$ cat src/rtl/mc_ctrl_if.sv
// mc_ctrl_if: control bundle between the multi-cycle main controller and
// the MIPS datapath.
//
// Signals (direction as seen by the controller, modport master):
//   in  Op[5:0]     IR[31:26] opcode field
//   in  Funct[5:0]  IR[5:0] R-type function field
//   in  Zero        ALU zero flag
//   in  MemReady    memory access completes this cycle
//   out PCWrite     load PC from NPC at this edge
//   out NPCOp[1:0]  next-PC source (NPC_* codes below)
//   out IRWrite     load instruction register
//   out RegWrite    register file write enable
//   out RegDst[1:0] 0 rt, 1 rd, 2 $31
//   out WDSel[1:0]  0 ALU result, 1 memory data, 2 PC+4
//   out MemWrite    data memory write enable
//   out ALUSrc      0 register B, 1 extended immediate
//   out EXTOp       1 sign-extend, 0 zero-extend
//   out ALUOp[2:0]  0 add, 1 sub, 2 decode Funct, 3 or, 4 lui
//   out InstrDone   pulse in the cycle PCWrite is high
//   out Illegal     pulse in ID on an unsupported opcode
// The datapath side uses modport slave.

`ifndef NPC_PLUS4
`define NPC_PLUS4    2'd0
`endif
`ifndef NPC_BRANCH
`define NPC_BRANCH   2'd1
`endif
`ifndef NPC_JUMP_IMM
`define NPC_JUMP_IMM 2'd2
`endif
`ifndef NPC_JUMP_REG
`define NPC_JUMP_REG 2'd3
`endif

interface mc_ctrl_if;
  logic [5:0] Op;
  logic [5:0] Funct;
  logic       Zero;
  logic       MemReady;
  logic       PCWrite;
  logic [1:0] NPCOp;
  logic       IRWrite;
  logic       RegWrite;
  logic [1:0] RegDst;
  logic [1:0] WDSel;
  logic       MemWrite;
  logic       ALUSrc;
  logic       EXTOp;
  logic [2:0] ALUOp;
  logic       InstrDone;
  logic       Illegal;

  modport master (
    input  Op, Funct, Zero, MemReady,
    output PCWrite, NPCOp, IRWrite, RegWrite, RegDst, WDSel,
           MemWrite, ALUSrc, EXTOp, ALUOp, InstrDone, Illegal
  );

  modport slave (
    output Op, Funct, Zero, MemReady,
    input  PCWrite, NPCOp, IRWrite, RegWrite, RegDst, WDSel,
           MemWrite, ALUSrc, EXTOp, ALUOp, InstrDone, Illegal
  );
endinterface

$ cat src/rtl/mc_ctrl.sv
// mc_ctrl: multi-cycle MIPS main controller. A five-state FSM
// (IF, ID, EXE, MEM, WB) that sequences each instruction and asserts
// PCWrite exactly once, in the instruction's final state.
//
// Ports:
//   clk  system clock, rising edge
//   rst  synchronous active-high reset; forces IF and holds all outputs at 0
//   bus  mc_ctrl_if.master: decode fields and flags in, datapath enables out
//
// All outputs are combinational from state, Op, Funct, Zero and MemReady.

module mc_ctrl (
  input  logic         clk,
  input  logic         rst,
  mc_ctrl_if.master    bus
);

  typedef enum logic [2:0] {
    S_IF  = 3'd0,
    S_ID  = 3'd1,
    S_EXE = 3'd2,
    S_MEM = 3'd3,
    S_WB  = 3'd4
  } state_e;

  localparam logic [5:0] OP_R    = 6'b000000;
  localparam logic [5:0] OP_LW   = 6'b100011;
  localparam logic [5:0] OP_SW   = 6'b101011;
  localparam logic [5:0] OP_BEQ  = 6'b000100;
  localparam logic [5:0] OP_J    = 6'b000010;
  localparam logic [5:0] OP_JAL  = 6'b000011;
  localparam logic [5:0] OP_ADDI = 6'b001000;
  localparam logic [5:0] OP_ORI  = 6'b001101;
  localparam logic [5:0] OP_LUI  = 6'b001111;
  localparam logic [5:0] FN_JR   = 6'b001000;

  state_e state_q, state_d;

  // Opcode decode
  logic is_r, is_jr, is_lw, is_sw, is_beq, is_j, is_jal;
  logic is_addi, is_ori, is_lui, is_supported;

  assign is_r         = (bus.Op == OP_R);
  assign is_jr        = is_r && (bus.Funct == FN_JR);
  assign is_lw        = (bus.Op == OP_LW);
  assign is_sw        = (bus.Op == OP_SW);
  assign is_beq       = (bus.Op == OP_BEQ);
  assign is_j         = (bus.Op == OP_J);
  assign is_jal       = (bus.Op == OP_JAL);
  assign is_addi      = (bus.Op == OP_ADDI);
  assign is_ori       = (bus.Op == OP_ORI);
  assign is_lui       = (bus.Op == OP_LUI);
  assign is_supported = is_r | is_lw | is_sw | is_beq | is_j | is_jal |
                        is_addi | is_ori | is_lui;

  // NOTE: state register uses non-blocking assignment; all combinational
  // logic below uses blocking assignment inside always_comb.
  always_ff @(posedge clk) begin
    if (rst) state_q <= S_IF;
    else     state_q <= state_d;
  end

  logic       pc_write, ir_write, reg_write, mem_write;
  logic       alu_src, ext_op, illegal;
  logic [1:0] npc_op, reg_dst, wd_sel;
  logic [2:0] alu_op;

  always_comb begin
    // NOTE: every output gets a default first so no path infers a latch.
    state_d   = state_q;
    pc_write  = 1'b0;
    npc_op    = `NPC_PLUS4;
    ir_write  = 1'b0;
    reg_write = 1'b0;
    reg_dst   = 2'd0;
    wd_sel    = 2'd0;
    mem_write = 1'b0;
    alu_src   = 1'b0;
    ext_op    = 1'b0;
    alu_op    = 3'd0;
    illegal   = 1'b0;

    unique case (state_q)
      S_IF: begin
        ir_write = bus.MemReady;
        if (bus.MemReady) state_d = S_ID;
      end

      S_ID: begin
        if (is_j || is_jal) begin
          pc_write = 1'b1;
          npc_op   = `NPC_JUMP_IMM;
          if (is_jal) begin
            reg_write = 1'b1;
            reg_dst   = 2'd2;
            wd_sel    = 2'd2;
          end
          state_d = S_IF;
        end else if (is_jr) begin
          pc_write = 1'b1;
          npc_op   = `NPC_JUMP_REG;
          state_d  = S_IF;
        end else if (!is_supported) begin
          // Unknown opcode retires as a nop so the core keeps running.
          illegal  = 1'b1;
          pc_write = 1'b1;
          state_d  = S_IF;
        end else begin
          state_d = S_EXE;
        end
      end

      S_EXE: begin
        if (is_r) begin
          alu_op = 3'd2;
        end else if (is_addi || is_lw || is_sw) begin
          alu_src = 1'b1;
          ext_op  = 1'b1;
        end else if (is_ori) begin
          alu_src = 1'b1;
          alu_op  = 3'd3;
        end else if (is_lui) begin
          alu_src = 1'b1;
          alu_op  = 3'd4;
        end else if (is_beq) begin
          alu_op = 3'd1;
        end

        if (is_beq) begin
          // Zero reflects rs-rt from this cycle's subtraction.
          pc_write = 1'b1;
          npc_op   = bus.Zero ? `NPC_BRANCH : `NPC_PLUS4;
          state_d  = S_IF;
        end else if (is_lw || is_sw) begin
          state_d = S_MEM;
        end else begin
          state_d = S_WB;
        end
      end

      S_MEM: begin
        // Store data must be held on the bus for the whole access, stall included.
        mem_write = is_sw;
        if (bus.MemReady) begin
          if (is_sw) begin
            pc_write = 1'b1;
            state_d  = S_IF;
          end else begin
            state_d = S_WB;
          end
        end
      end

      S_WB: begin
        reg_write = 1'b1;
        pc_write  = 1'b1;
        reg_dst   = is_r  ? 2'd1 : 2'd0;
        wd_sel    = is_lw ? 2'd1 : 2'd0;
        state_d   = S_IF;
      end

      default: state_d = S_IF;
    endcase

    // Reset masks every output so an interrupted instruction never writes.
    if (rst) begin
      pc_write  = 1'b0;
      npc_op    = 2'd0;
      ir_write  = 1'b0;
      reg_write = 1'b0;
      reg_dst   = 2'd0;
      wd_sel    = 2'd0;
      mem_write = 1'b0;
      alu_src   = 1'b0;
      ext_op    = 1'b0;
      alu_op    = 3'd0;
      illegal   = 1'b0;
    end
  end

  assign bus.PCWrite   = pc_write;
  assign bus.NPCOp     = npc_op;
  assign bus.IRWrite   = ir_write;
  assign bus.RegWrite  = reg_write;
  assign bus.RegDst    = reg_dst;
  assign bus.WDSel     = wd_sel;
  assign bus.MemWrite  = mem_write;
  assign bus.ALUSrc    = alu_src;
  assign bus.EXTOp     = ext_op;
  assign bus.ALUOp     = alu_op;
  assign bus.InstrDone = pc_write;
  assign bus.Illegal   = illegal;

endmodule
$ cat src/flat_wrapper.sv
// flat-port wrapper written by rule: the top's interface ports become plain ports
module mc_ctrl_flat 
  (clk, rst, bus_Op, bus_Funct, bus_Zero, bus_MemReady, bus_PCWrite, bus_NPCOp, bus_IRWrite, bus_RegWrite, bus_RegDst, bus_WDSel, bus_MemWrite, bus_ALUSrc, bus_EXTOp, bus_ALUOp, bus_InstrDone, bus_Illegal);
  mc_ctrl_if bus_i ();
  input  logic clk;
  input  logic rst;
  input wire logic [$bits(bus_i.Op)-1:0] bus_Op;
  input wire logic [$bits(bus_i.Funct)-1:0] bus_Funct;
  input wire logic [$bits(bus_i.Zero)-1:0] bus_Zero;
  input wire logic [$bits(bus_i.MemReady)-1:0] bus_MemReady;
  output wire logic [$bits(bus_i.PCWrite)-1:0] bus_PCWrite;
  output wire logic [$bits(bus_i.NPCOp)-1:0] bus_NPCOp;
  output wire logic [$bits(bus_i.IRWrite)-1:0] bus_IRWrite;
  output wire logic [$bits(bus_i.RegWrite)-1:0] bus_RegWrite;
  output wire logic [$bits(bus_i.RegDst)-1:0] bus_RegDst;
  output wire logic [$bits(bus_i.WDSel)-1:0] bus_WDSel;
  output wire logic [$bits(bus_i.MemWrite)-1:0] bus_MemWrite;
  output wire logic [$bits(bus_i.ALUSrc)-1:0] bus_ALUSrc;
  output wire logic [$bits(bus_i.EXTOp)-1:0] bus_EXTOp;
  output wire logic [$bits(bus_i.ALUOp)-1:0] bus_ALUOp;
  output wire logic [$bits(bus_i.InstrDone)-1:0] bus_InstrDone;
  output wire logic [$bits(bus_i.Illegal)-1:0] bus_Illegal;
  assign bus_i.Op = bus_Op;
  assign bus_i.Funct = bus_Funct;
  assign bus_i.Zero = bus_Zero;
  assign bus_i.MemReady = bus_MemReady;
  assign bus_PCWrite = bus_i.PCWrite;
  assign bus_NPCOp = bus_i.NPCOp;
  assign bus_IRWrite = bus_i.IRWrite;
  assign bus_RegWrite = bus_i.RegWrite;
  assign bus_RegDst = bus_i.RegDst;
  assign bus_WDSel = bus_i.WDSel;
  assign bus_MemWrite = bus_i.MemWrite;
  assign bus_ALUSrc = bus_i.ALUSrc;
  assign bus_EXTOp = bus_i.EXTOp;
  assign bus_ALUOp = bus_i.ALUOp;
  assign bus_InstrDone = bus_i.InstrDone;
  assign bus_Illegal = bus_i.Illegal;
  mc_ctrl u_core (.clk(clk), .rst(rst), .bus(bus_i));
endmodule
$ cat config.mk
export PLATFORM = sky130hd
export DESIGN_NAME = mc_ctrl_flat
export DESIGN_NICKNAME = d
export VERILOG_FILES = /design/src/rtl/mc_ctrl_if.sv /design/src/rtl/mc_ctrl.sv /design/src/flat_wrapper.sv
export SDC_FILE = /design/constraint.sdc
export NUM_CORES = 1
export LEC_CHECK = 0
export CAP_MARGIN = 20
export CORE_MARGIN = 2
export CORE_UTILIZATION = 38
export CTS_CLUSTER_SIZE = 28
export DETAILED_ROUTE_END_ITERATION = 8
export GPL_TIMING_DRIVEN = 0
export PLACE_DENSITY = 0.8
export SLEW_MARGIN = 20
export SYNTH_ARGS = -nofsm -noshare
export SYNTH_HDL_FRONTEND = slang
export SYNTH_SLANG_ARGS = --single-unit
$ cat constraint.sdc
create_clock -name clk -period 1.5 [get_ports clk]
set_input_delay 0.15 -clock clk [delete_from_list [all_inputs] [get_ports clk]]
set_output_delay 0.15 -clock clk [all_outputs]
set_load 0.02 [all_outputs]
; Yosys cells after proc, flatten, opt, wreduce, memory -nomap -nowiden
; Index checks and enable logic that the tools add are counted.
[totals]
word_cells = 92
latch_bits = 0
output_inout_bits = 17
mem_bits_ro = 0
ramBits = 0
memories = 0
register_bits = 3
inputBits = 16
[op_classes]
eq_ne = 15
shift = 0
muxes = 60
bitwise_logic = 8
div = 0
order_cmp = 0
n_mul = 0
add_sub_neg = 0
n_reduce_logical = 8
[ops]
columns = op, n
row1 = two-way mux 3 bit, 13
row2 = two-way mux 1 bit, 32
row3 = == test 6 x 4 -> 1 bit (second input constant), 4
row4 = two-way mux 2 bit, 9
row5 = == test 6 x 2 -> 1 bit (second input constant), 2
row6 = == test 6 bit (second input constant), 2
row7 = one-hot mux 2 bit (2 select lines), 3
row8 = one-hot mux 3 bit (4 select lines), 1
row9 = OR 1 bit, 8
row10 = == test 3 x 2 -> 1 bit (second input constant), 2
row11 = == test 6 x 3 -> 1 bit (second input constant), 1
row12 = logical NOT 6 bit, 1
row13 = logical OR 1 bit, 4
row14 = != test 2 bit (second input constant), 2
row15 = one-hot mux 1 bit (4 select lines), 1
row16 = == test 3 x 1 -> 1 bit (second input constant), 1
row17 = == test 3 bit (second input constant), 1
row18 = logical NOT 3 bit, 1
row19 = one-hot mux 1 bit (2 select lines), 1
row20 = AND reduction 2 bit, 1
row21 = logical AND 1 bit, 1

; Depth between registers and ports, before layout
; Gate-level depths: netlist of the first run.
[depth]
ltp_word = 14
mapped_depth = 7
ltp_nobuf = 5

; Worst setup path before layout of the first run
; No wires, ideal clock.
[synth_timing]
path_kind = input -> output
startpoint = in bus_Op[1]
endpoint = out bus_PCWrite
n_path_buf = 2
t_required_ps = 1350
path_slack_ps = -242
cell_stages = 6
arrival_time_ps = 1592
cell_sequence = buf_6 nor4_4 nor3b_2 a2bb2oi_1 o221ai_1 buf_4
[synth_via]
elab_chain_cells = 14
[synth_lines]
columns = item, line
row1 = "start, declared", flat_wrapper.sv:7  ; input wire logic [$bits(bus_i.Op)-1:0] bus_Op;
row2 = == test 6 bit / logical NOT 6 bit (equally long branches), "mc_ctrl.sv:45, mc_ctrl.sv:43"
row3 = OR 1 bit (6 in a row), mc_ctrl.sv:53  ; assign is_supported = is_r | is_lw | is_sw | is_beq | is_j | is_jal |
row4 = OR 1 bit (2 in a row), mc_ctrl.sv:54  ; is_addi | is_ori | is_lui;
row5 = two-way mux 1 bit, mc_ctrl.sv:103  ; end else if (!is_supported) begin
row6 = two-way mux 1 bit, mc_ctrl.sv:99  ; end else if (is_jr) begin
row7 = two-way mux 1 bit, mc_ctrl.sv:90  ; if (is_j || is_jal) begin
row8 = one-hot mux 1 bit (4 select lines) (*), mc_ctrl.sv:83  ; unique case (state_q)
row9 = two-way mux 1 bit (*), mc_ctrl.sv:166  ; if (rst) begin
row10 = "end, declared", flat_wrapper.sv:11  ; output wire logic [$bits(bus_i.PCWrite)-1:0] bus_PCWrite;
; Every way passes the cells marked *; elsewhere a longest branch is shown, timed or not.

; Worst setup path after layout of the first run
[layout_timing]
startpoint = reg u_core.state_q[1]
endpoint = out bus_ALUOp[2]
[layout_via]
elab_chain_cells = 3
[layout_lines]
columns = item, line
row1 = "start, declared", mc_ctrl.sv:37  ; state_e state_q, state_d;
row2 = "start signal, assigned", mc_ctrl.sv:60  ; else state_q <= state_d;
row3 = == test 3 x 2 -> 1 bit, mc_ctrl.sv:83
row4 = two-way mux 3 bit, mc_ctrl.sv:83
row5 = two-way mux 3 bit, mc_ctrl.sv:166
row6 = "end, declared", flat_wrapper.sv:20  ; output wire logic [$bits(bus_i.ALUOp)-1:0] bus_ALUOp;
; Every way passes these cells.

==> metrics.md, run 1 <==
| Metric | Value |
|---|---|
| Crit end category | `primary output` |
| DRT Pass-1 Iters | `4` |
| Clock Skew | `just under 0.9 ps` |
| Layout cells sized above 1 | `just under 70%` |
| Flip-flop and latch count after synthesis | `3` |
| PortBufs | `29` |
| Largest net degree at the start of global routing | `11` |
| Final Net Count | `between 150 and 200` |
| Vias in the first global route | `between 900 and 1,000` |
| ANT cells | `0` |
| Largest family of logic cells by synthesized area | `simple AND/OR/NAND/NOR gates` |
| CTS root buffer | `clkbuf_4` |
| R2R depth | `5` |
| Hold depth | `3` |
| Placer Congestion | `0.802` |
| Yosys top cell area share | `under 10%` |
| Max Cap Viol | `0` |
| Area of the multi-input gates | `between 600 and 700 sq um` |
| Initial antenna violation count | `0` |
| Skew-Pair Late Insertion Delay | `~230 ps` |
| Critical path arrival | `between 1500 and 2000 ps` |
| Mux cell area share after synthesis | `1.85%` |
| Leading area contributor after synthesis | `dfxtp_1` |
| DR vias | `1,022` |
| Power Dens Cells | `~360 mW/mm^2` |
| Post-synth net total | `100` |
| Maximum VDD drop | `between 0.2 and 0.25 mV` |
| Die W | `approximately 44 um` |
| Full die area | `roughly 0.0019 sq mm` |
| Syn Area/Cell | `between 7 and 8 sq um` |
| Cts bufs inserted | `3` |
| Largest register by flop count | `u_core.state_q` |
| Gr usage total | `approximately 32%` |
| Cells after DPL | `roughly 130` |
| Critical Path Fanout Max | `6` |
| CTS Hold Buffers Added | `0` |
| Final period util | `116%` |
| Worst slew pin tran | `around 350 ps` |
| Ys Warns | `0` |
| Cell Rows | `14` |
| Final setup margin | `-238 ps` |
| Remaining Overflow, GRT | `0` |
| Routed WL | `between 3 and 4 mm` |
| Flip-flop and latch area | `between 60 and 70 sq um` |
| Remaining DRCs | `0` |
| Kind of critical path | `register to primary output` |
| Post-Layout Cell Count | `165` |
| Placeable Area | `0.00151 sq mm` |
| Simple-gate share of the synthesized area | `a little under three fifths` |
| # setup viols final | `15` |
| Global-route wire length before repair | `about 4.7 mm` |
| Filler cells | `57` |
| Largest registers | `u_core.state_q x3` |
| First DRT Iteration DRCs | `between 40 and 50` |
| Data required, critical path | `approximately 1400 ps` |
| Initial core utilization | `40.4%` |
| Pre-CTS setup slack | `-1070 ps` |
| ANT nets after route | `0` |
| Via-to-Cell Ratio | `about 6.2` |
| Register area share after synthesis | `9.88%` |
| Worst setup SP type | `register` |
| Clock sink count | `3` |
| Min-Delay Path Class | `primary input to register` |
| Mapped Cells | `84` |
| Avg WL per Cell | `between 20 and 25 um` |
| CTS tree | `done` |
| Mapped Area | `roughly 610 sq um` |
| Clk slew on worst S/H paths | `approximately 40 ps` |
| Area growth syn-to-layout | `128%` |
| Synth area leaders | `dfxtp_1, nor2_1, buf_6` |
| Max Fclk | `575 MHz` |
| Compound-cell area share of the yosys netlist | `roughly 17%` |
| Period minus WS final | `1740 ps` |
| IO Count | `33` |
| Max reg flops | `3` |
| Netlist cell types | `37` |
| Final Hold Fails | `0` |
| Clk buf depth | `2` |
| Die Y | `44 um` |
| H-tree levels | `1` |
| Fin Setup TNS | `-2270 ps` |
| RSZ-0062 raised after global routing | `true` |
| Final HPWL DP | `approximately 1.3 mm` |
| Post-synthesis xor/xnor area fraction | `about 1.4%` |
| P_leak | `between 0.0005 and 0.0006 uW` |
| Failing checks | `setup timing` |
| Adder-cell area share of the yosys netlist | `0%` |
| Slew margin rel. | `between 70% and 80%` |
| Status | `finished with violations` |
| Fin. max-slew vios | `0` |
worst paths after layout:
kind | from | endpoint | slack, ps
hold reg to reg | u_core.state_q[1] | u_core.state_q[0] | 490
setup reg to reg | u_core.state_q[0] | u_core.state_q[1] | 280
hold / removal | bus_Op[4] | u_core.state_q[1] | 420
setup / recovery | u_core.state_q[1] | bus_ALUOp[2] | -240
Yosys cell counts, drive strengths merged:
master	instances
a211oi	1
a21o	1
a21oi	4
a2bb2oi	1
a311oi	1
a31oi	2
and3	2
buf	7
dfxtp	3
inv	5
mux2	1
nand2	7
nand2b	1
nand3	3
nand3b	2
nand4	3
nor2	13
nor2b	1
nor3	6
nor3b	1
nor4	4
nor4b	4
o211ai	1
o21ai	2
o221ai	1
o2bb2ai	1
or2	1
or3	3
or4	1
xor2	1
kinds of logic (layout without fill, tap and decap cells):
logic type      after synthesis  count (layout)
compound gates               15              15
simple gates                 52              52
buf+inv                      12              77
mux                           1               1
xor+xnor                      1               1
flops                         3               3
layout make-up:
type	instances	area share, %
plain buffers	7	6.60
clock buffers	4	1.90
inverters	5	1.72
multi-input cells	69	46.9
flip-flops and latches	3	4.79
well taps	16	1.45
repair buffers	61	36.6
where the power goes:
part,switching [uW],internal [uW],leakage (uW)
Sequential,1.87,81.3,0.0000260
Combinational,135,133,0.000553
Clock,43.1,99.8,0.0000150
Total,180,314,0.000594
cells in the final DEF (no fill, tap or decap), drive strengths merged, types with 2 or more instances in the layout:
cell and n:
inv 5, dlygate4sd2 3, nor4 4, a31oi 2, nand3 3, nor2 13
clkdlybuf4s15 2, or3 3, o21ai 2, and3 2, nor3 6, dfxtp 3
clkdlybuf4s50 4, clkbuf 4, nand3b 2, buf 59, nor4b 4, a21oi 4
nand2 7, nand4 3
layer usage:
metal,wire length [um],up-vias,GRT usage (%)
li1,-,443,-
met2,1670,76,50.9
met4,159,0,12.7
met1,1340,486,44.4
met3,251,17,2.92
met5,0,-,0
per-stage QoR:
stage               cell area [sq um]  utilization [%]  hold slack (ps)  power (uW)
global placement                  951             63.1              513         243
finish                           1380             91.9              420         494
floorplan                         641                -              313         179
detailed placement                951             63.1              519         244
global route                     1380             91.9              435         513
CTS                              1250             83.2              354         443
timing repair:
action                                  in CTS  in global routing
pin swaps                                   21                 18
resized for setup                          139                 26
endpoints found under the setup margin      18                 18
buffers inserted                            27                  8
worst max-delay path, stage by stage (launching register included):
cell and delay, ps:
dfxtp_4 370, nor2b_4 160, nand2b_1 80, nor2_1 180, nand2_2 130, nor4b_4 260
buf_4 170
No activity file was read; power rests on OpenSTA's default activity.
==> inputs of run 2 (changes only) <==
--- a/config.mk
+++ b/config.mk
@@ -5,13 +5,13 @@
 export SDC_FILE = /design/constraint.sdc
 export NUM_CORES = 1
 export LEC_CHECK = 0
-export CAP_MARGIN = 20
 export CORE_MARGIN = 2
 export CORE_UTILIZATION = 38
 export CTS_CLUSTER_SIZE = 28
 export DETAILED_ROUTE_END_ITERATION = 8
 export GPL_TIMING_DRIVEN = 0
 export PLACE_DENSITY = 0.8
+export SETUP_SLACK_MARGIN = 0.15
 export SLEW_MARGIN = 20
 export SYNTH_ARGS = -nofsm -noshare
 export SYNTH_HDL_FRONTEND = slang
==> run 2 against run 1 <==
Against the previous run:
- the run still ends with setup timing left
- global-route usage decreased by 2.5 points
- non-clock buffer count fell by 3
- sequential power decreased by 2%
- wire length is 5.1% lower
- critical path depth grew 2
- via count shrank 0.39%
- utilization increased by 0.42 points
- sequential share of layout area up 0.16 points
- hold slack got worse by 27 ps
- total power decreased by 3.7%
- first-iteration DRC count decreased by 6.8%
==> metrics.md, run 2 (synthesis results as in run 1) <==
| Metric | Value |
|---|---|
| Layout cells sized above 1 | `70.5% (+2.1 points)` |
| CTS tree | `done` |
| Largest net degree at the start of global routing | `11 (unchanged)` |
| CP Cell Sequence | `buf_8 > or3_4 > a21oi_2 > a311oi_2 > nor3_2 > o221ai_4 > buf_6 > buf_6` |
| Final Net Count | `163 (-1.8%)` |
| Slowest CP cell | `or3_4` |
| Commonest non-fill, non-tap cell in the layout | `buf_4` |
| Cts bufs inserted | `3 (unchanged)` |
| Skew-Pair Late Insertion Delay | `230 ps (about the same)` |
| Final setup margin | `-180 ps (+58.1 ps)` |
| Worst slew pin tran | `466 ps (+120 ps)` |
| Via-to-Cell Ratio | `6.28 (+1.5%)` |
| Hold path start | `bus_Op[4]` |
| Initial antenna violation count | `0 (unchanged)` |
| Die W | `44 um (unchanged)` |
| CTS root buffer | `clkbuf_4` |
| Area of the multi-input gates | `671 sq um (+3.3%)` |
| Filler cells | `55 (-3.5%)` |
| Routed WL | `3.25 mm (-5.1%)` |
| Max Cap Viol | `0 (unchanged)` |
| Full die area | `0.00194 sq mm (unchanged)` |
| RR Endpoint | `u_core.state_q[1]` |
| Worst flop-to-flop path startpoint | `u_core.state_q[1]` |
| Hold depth | `4 (+1)` |
| Clk slew on worst S/H paths | `40 ps (about the same)` |
| Hold Path End | `u_core.state_q[1]` |
| ANT nets after route | `0 (unchanged)` |
| CTS Hold Buffers Added | `0 (unchanged)` |
| Largest register by flop count | `u_core.state_q` |
| # setup viols final | `15 (unchanged)` |
| Max Fclk | `595 MHz (+3.5%)` |
| Placer Congestion | `0.840 (+4.8%)` |
| Leading cell types in the layout, fill and taps excluded | `buf_4, buf_6, nor2_1, nand2_1` |
| Final Hold Fails | `0 (unchanged)` |
| Clock Skew | `3.04 ps (+2.16 ps)` |
| R2R depth | `6 (+1)` |
| Global-route wire length before repair | `4.22 mm (-11%)` |
| Flip-flop and latch area | `68.8 sq um (+3.8%)` |
| Crit path launch | `bus_Op[0]` |
| Min-Delay Path Class | `primary input to register` |
| Largest registers | `u_core.state_q x3` |
| Placeable Area | `0.00151 sq mm (unchanged)` |
| Critical path arrival | `1530 ps (-60 ps)` |
| Cell mode on critical path | `buf_6` |
| P_leak | `0.000604 uW (+1.8%)` |
| Clk buf depth | `2 (unchanged)` |
| Fin. max-slew vios | `0 (unchanged)` |
| FF-to-FF setup slack | `290 ps (about the same)` |
| Worst setup SP type | `primary input` |
| Worst stage delay on the critical path | `380 ps (about the same)` |
| Slew margin rel. | `68.6% (-8.3 points)` |
| Remaining Overflow, GRT | `0 (unchanged)` |
| Final hold slack | `393 ps (-26.8 ps)` |
| Failing checks | `setup timing` |
| Remaining DRCs | `0 (unchanged)` |
| Final period util | `112% (-3.9 points)` |
| Critical Path Fanout Max | `3 (-3)` |
| Data required, critical path | `1350 ps (about the same)` |
| DRT Pass-1 Iters | `4 (unchanged)` |
| Fin Setup TNS | `-1480 ps (+797 ps)` |
| Kind of critical path | `primary input to primary output` |
| Final HPWL DP | `1.41 mm (+9.7%)` |
| Max reg flops | `3 (unchanged)` |
| Pwr Total | `475 uW (-3.7%)` |
| Vias in the first global route | `918 (-5.4%)` |
| PortBufs | `29 (unchanged)` |
| Avg WL per Cell | `20.0 um (-3.3%)` |
| Cell Rows | `14 (unchanged)` |
| Gr usage total | `29.6% (-2.5 points)` |
| DR vias | `1,018 (-0.39%)` |
| IO Count | `33 (unchanged)` |
| Clock sink count | `3 (unchanged)` |
| Power Dens Cells | `342 mW/mm^2 (-4.1%)` |
| Crit end category | `primary output` |
| Status | `finished with violations` |
| First DRT Iteration DRCs | `41 (-6.8%)` |
| H-tree levels | `1 (unchanged)` |
| Period minus WS final | `1680 ps (-58.1 ps)` |
| Die Y | `44 um (unchanged)` |
| ANT cells | `0 (unchanged)` |
| Maximum VDD drop | `0.376 mV (+52%)` |
| RSZ-0062 raised after global routing | `true` |
| Initial core utilization | `40.4% (unchanged)` |
| Pre-CTS setup slack | `-1120 ps (-48.2 ps)` |
| Area growth syn-to-layout | `129%` |
==> run 2: changes by cell type in the layout (fill, tap and decap cells not counted), sizes merged <==
cell and change:
buf -3, clkbuf +2, clkdlybuf4s15 -1, clkdlybuf4s50 -2, dlygate4sd2 -1, dlymetal6s2s +2
==> run 2: per-layer routing <==
| layer | part of all wire [%] | wire length (um) | vias to the layer above | track usage (%) |
|---|---|---|---|---|
| met1 | 36 | 1180 | 507 | 33.9 |
| met2 | 51 | 1670 | 62 | 48.5 |
| met4 | 4.7 | 154 | 0 | 16.4 |
| met3 | 7.4 | 239 | 18 | 8.75 |
| li1 | - | - | 431 | - |
| met5 | 0 | 0 | - | 0 |
==> run 2: critical path: cells and delay by family <==
family | cells | cell delay (ps)
compound gates | 3 | 380
buf+inv | 3 | 350
simple gates | 2 | 670
==> run 2: how the worst max path moves through the flow <==
| stage | slack (ps) | end |
|---|---|---|
| detailed placement | -1120 | bus_PCWrite |
| CTS | -150 | bus_RegWrite |
| finish | -180 | bus_PCWrite |
| floorplan | -50 | bus_PCWrite |
| global placement | -1120 | bus_PCWrite |
| global route | -240 | bus_ALUOp[2] |
==> run 2: power by group <==
group	internal (uW)	leakage [uW]	switching, uW
combinational	125	0.000563	127
clock	99.7	0.0000150	42.0
sequential	79.7	0.0000263	1.83
total	304	0.000604	171
==> run 2: layout make-up <==
cell class | count | area share (%)
multi-input combinational | 69 | 48.2
clock buffer | 4 | 1.89
sequential | 3 | 4.95
inverter | 5 | 1.53
timing repair buffer | 58 | 35.3
buffer | 7 | 6.66
tap | 16 | 1.44
==> run 2: timing repair <==
item,in CTS,in global routing
setup endpoints to repair,19,17
resized for setup,134,25
pin swaps,22,13
buffers inserted,17,11
gates cloned,1,0
hold endpoints to repair,0,0
==> run 2: per-stage QoR <==
stage,std cells,cell area (sq um),utilization [%]
CTS,151,1250,82.8
finish,162,1390,92.3
floorplan,84,702,-
detailed placement,129,1010,67.2
global placement,129,1010,67.2
global route,162,1390,92.3
==> inputs of run 3 (changes only) <==
--- a/config.mk
+++ b/config.mk
@@ -12,7 +12,7 @@
 export GPL_TIMING_DRIVEN = 0
 export PLACE_DENSITY = 0.8
 export SETUP_SLACK_MARGIN = 0.15
-export SLEW_MARGIN = 20
 export SYNTH_ARGS = -nofsm -noshare
 export SYNTH_HDL_FRONTEND = slang
 export SYNTH_SLANG_ARGS = --single-unit
+export TNS_END_PERCENT = 30
==> run 3 against run 2 <==
Against the previous run:
- the flow still finishes with violations (setup timing)
- total power decreased by 6.2%
- maximum frequency decreased by 1.9%
- count of clock-buffer cells in the layout unchanged
- sequential cell count unchanged
- non-clock buffer count decreased by 18
- largest power group unchanged
- combinational power decreased by 16%
- setup slack got worse by 33 ps
- clock power increased by 6%
- highest routed layer unchanged
==> metrics.md, run 3 (synthesis results as in run 1) <==
| Metric | Value |
|---|---|
| Layout cells sized above 1 | `64.1% (-6.5 points)` |
| Initial antenna violation count | `0 (unchanged)` |
| Cts bufs inserted | `3 (unchanged)` |
| Vias in the first global route | `821 (-11%)` |
| Routed WL | `2.25 mm (-31%)` |
| Metal3 WL | `144 um (-40%)` |
| Kind of critical path | `primary input to primary output` |
| Largest net degree at the start of global routing | `11 (unchanged)` |
| FF-to-FF setup slack | `280 ps (about the same)` |
| Min-Delay Path Class | `primary input to register` |
| Clk buf depth | `2 (unchanged)` |
| Pre-CTS setup slack | `-1120 ps (+4.78 ps)` |
| Final Net Count | `145 (-11%)` |
| Initial core utilization | `40.4% (unchanged)` |
| Commonest non-fill, non-tap cell in the layout | `buf_4` |
| CTS tree | `done` |
| Worst setup SP type | `primary input` |
| Crit path launch | `bus_Op[2]` |
| Remaining Overflow, GRT | `0 (unchanged)` |
| Hold depth | `5 (+1)` |
| CTS root buffer | `clkbuf_4` |
| Final period util | `114% (+2.2 points)` |
| Full die area | `0.00194 sq mm (unchanged)` |
| Critical Path Fanout Max | `7 (+4)` |
| Data required, critical path | `1350 ps (about the same)` |
| Largest register by flop count | `u_core.state_q` |
| Final hold slack | `383 ps (-10.3 ps)` |
| H-tree levels | `1 (unchanged)` |
| DR vias | `836 (-18%)` |
| Die Y | `44 um (unchanged)` |
| Cell Rows | `14 (unchanged)` |
| Skew-Pair Late Insertion Delay | `240 ps (about the same)` |
| Hold Path End | `u_core.state_q[0]` |
| Final setup margin | `-213 ps (-33.1 ps)` |
| WL met2 | `1.21 mm (-28%)` |
| ANT nets after route | `0 (unchanged)` |
| Largest registers | `u_core.state_q x3` |
| ANT cells | `0 (unchanged)` |
| Global-route wire length before repair | `3.45 mm (-18%)` |
| Clock Skew | `3.97 ps (+0.933 ps)` |
| Placer Congestion | `0.836 (-0.51%)` |
| Fin. max-slew vios | `0 (unchanged)` |
| Max Fclk | `584 MHz (-1.9%)` |
| Final HPWL DP | `1.42 mm (+1.3%)` |
| RSZ-0062 raised after global routing | `true` |
| IO Count | `33 (unchanged)` |
| M1 WL | `837 um (-29%)` |
| Max Cap Viol | `0 (unchanged)` |
| Worst slew pin tran | `468 ps (+2.08 ps)` |
| Crit end category | `primary output` |
| Clk slew on worst S/H paths | `40 ps (about the same)` |
| Clock sink count | `3 (unchanged)` |
| Worst flop-to-flop path startpoint | `u_core.state_q[0]` |
| Top layer in use | `met4` |
| # setup viols final | `10 (-5)` |
| DRT Pass-1 Iters | `4 (unchanged)` |
| R2R depth | `6 (unchanged)` |
| Final Hold Fails | `0 (unchanged)` |
| P_leak | `0.000487 uW (-19%)` |
| Area growth syn-to-layout | `97.9%` |
| Fin Setup TNS | `-1240 ps (+233 ps)` |
| Power Dens Cells | `371 mW/mm^2 (+8.3%)` |
| PortBufs | `29 (unchanged)` |
| Period minus WS final | `1710 ps (+33.1 ps)` |
| Critical path arrival | `1560 ps (+30 ps)` |
| Maximum VDD drop | `0.231 mV (-39%)` |
| Die W | `44 um (unchanged)` |
| Leading cell types in the layout, fill and taps excluded | `buf_4, buf_6, nor2_1, buf_2, nand2_1` |
| Via-to-Cell Ratio | `5.81 (-7.6%)` |
| RR Endpoint | `u_core.state_q[1]` |
| Placeable Area | `0.00151 sq mm (unchanged)` |
| Failing checks | `setup timing` |
| Remaining DRCs | `0 (unchanged)` |
| Gr usage total | `23.9% (-5.6 points)` |
| Max reg flops | `3 (unchanged)` |
| Hold path start | `bus_Op[4]` |
| Status | `finished with violations` |
| Avg WL per Cell | `15.6 um (-22%)` |
| First DRT Iteration DRCs | `21 (-49%)` |
| Slew margin rel. | `68.5% (-0.14 points)` |
## run 3: cell types whose count changed in the layout (fill, tap and decap cells not counted), sizes merged
cell	before	now
clkdlybuf4s15	1	2
clkinvlp	0	1
inv	5	4
dlygate4sd2	2	4
buf	56	39
clkbuf	6	4
dlymetal6s2s	2	0
## run 3: per-layer routing
| metal | global-route usage (%) | up-vias |
|---|---|---|
| li1 | - | 398 |
| met1 | 24.9 | 397 |
| met2 | 45.6 | 33 |
| met3 | 4.58 | 8 |
| met4 | 10.3 | 0 |
| met5 | 0 | - |
## run 3: repair_timing
action                                  4_1_cts  5_1_grt
setup buffers                                 9        1
resized for setup                           139       10
pin swaps                                    19        4
cloned                                        1        0
endpoints found under the setup margin       19       16
hold buffers                                  0        0
## run 3: worst max path at each step
stage / to / slack, ps / cells after the start
after global placement: bus_PCWrite / -1130 / 7
after detailed placement: bus_PCWrite / -1120 / 7
final: bus_RegWrite / -210 / 6
after CTS: bus_RegWrite / -230 / 5
after global routing: bus_PCWrite / -270 / 7
after floorplan: bus_RegWrite / -50 / 4
## run 3: critical path: stages
cell and delay [ps]:
clkdlybuf4s15_2 260, nor2_4 140, nand3_4 120, or4_4 510
a211oi_4 250, buf_6 140
## run 3: cell type report
class | count | area, sq um
Buffer | 7 | 80.1
Timing Repair Buffer | 40 | 337
Sequential cell | 3 | 66.3
Multi-Input combinational cell | 69 | 652
Clock buffer | 4 | 26.3
Fill cell | 94 | 303
Tap cell | 16 | 20.0
Inverter | 5 | 22.5
## run 3: through the flow
stage | power, uW | area [sq um] | cells | util (%)
6_report | 446 | 1200 | 144 | 79.9
3_5_place_dp | 250 | 990 | 129 | 65.7
2_1_floorplan | 184 | 679 | 84 | -
3_3_place_gp | 248 | 990 | 129 | 65.7
5_1_grt | 461 | 1200 | 144 | 79.9
4_1_cts | 429 | 1150 | 143 | 76.2
## run 3: power by group
group | internal, uW | switching [uW] | leakage [uW]
clock | 100 | 50.5 | 0.0000150
combinational | 102 | 110 | 0.000446
sequential | 81.3 | 1.94 | 0.0000260
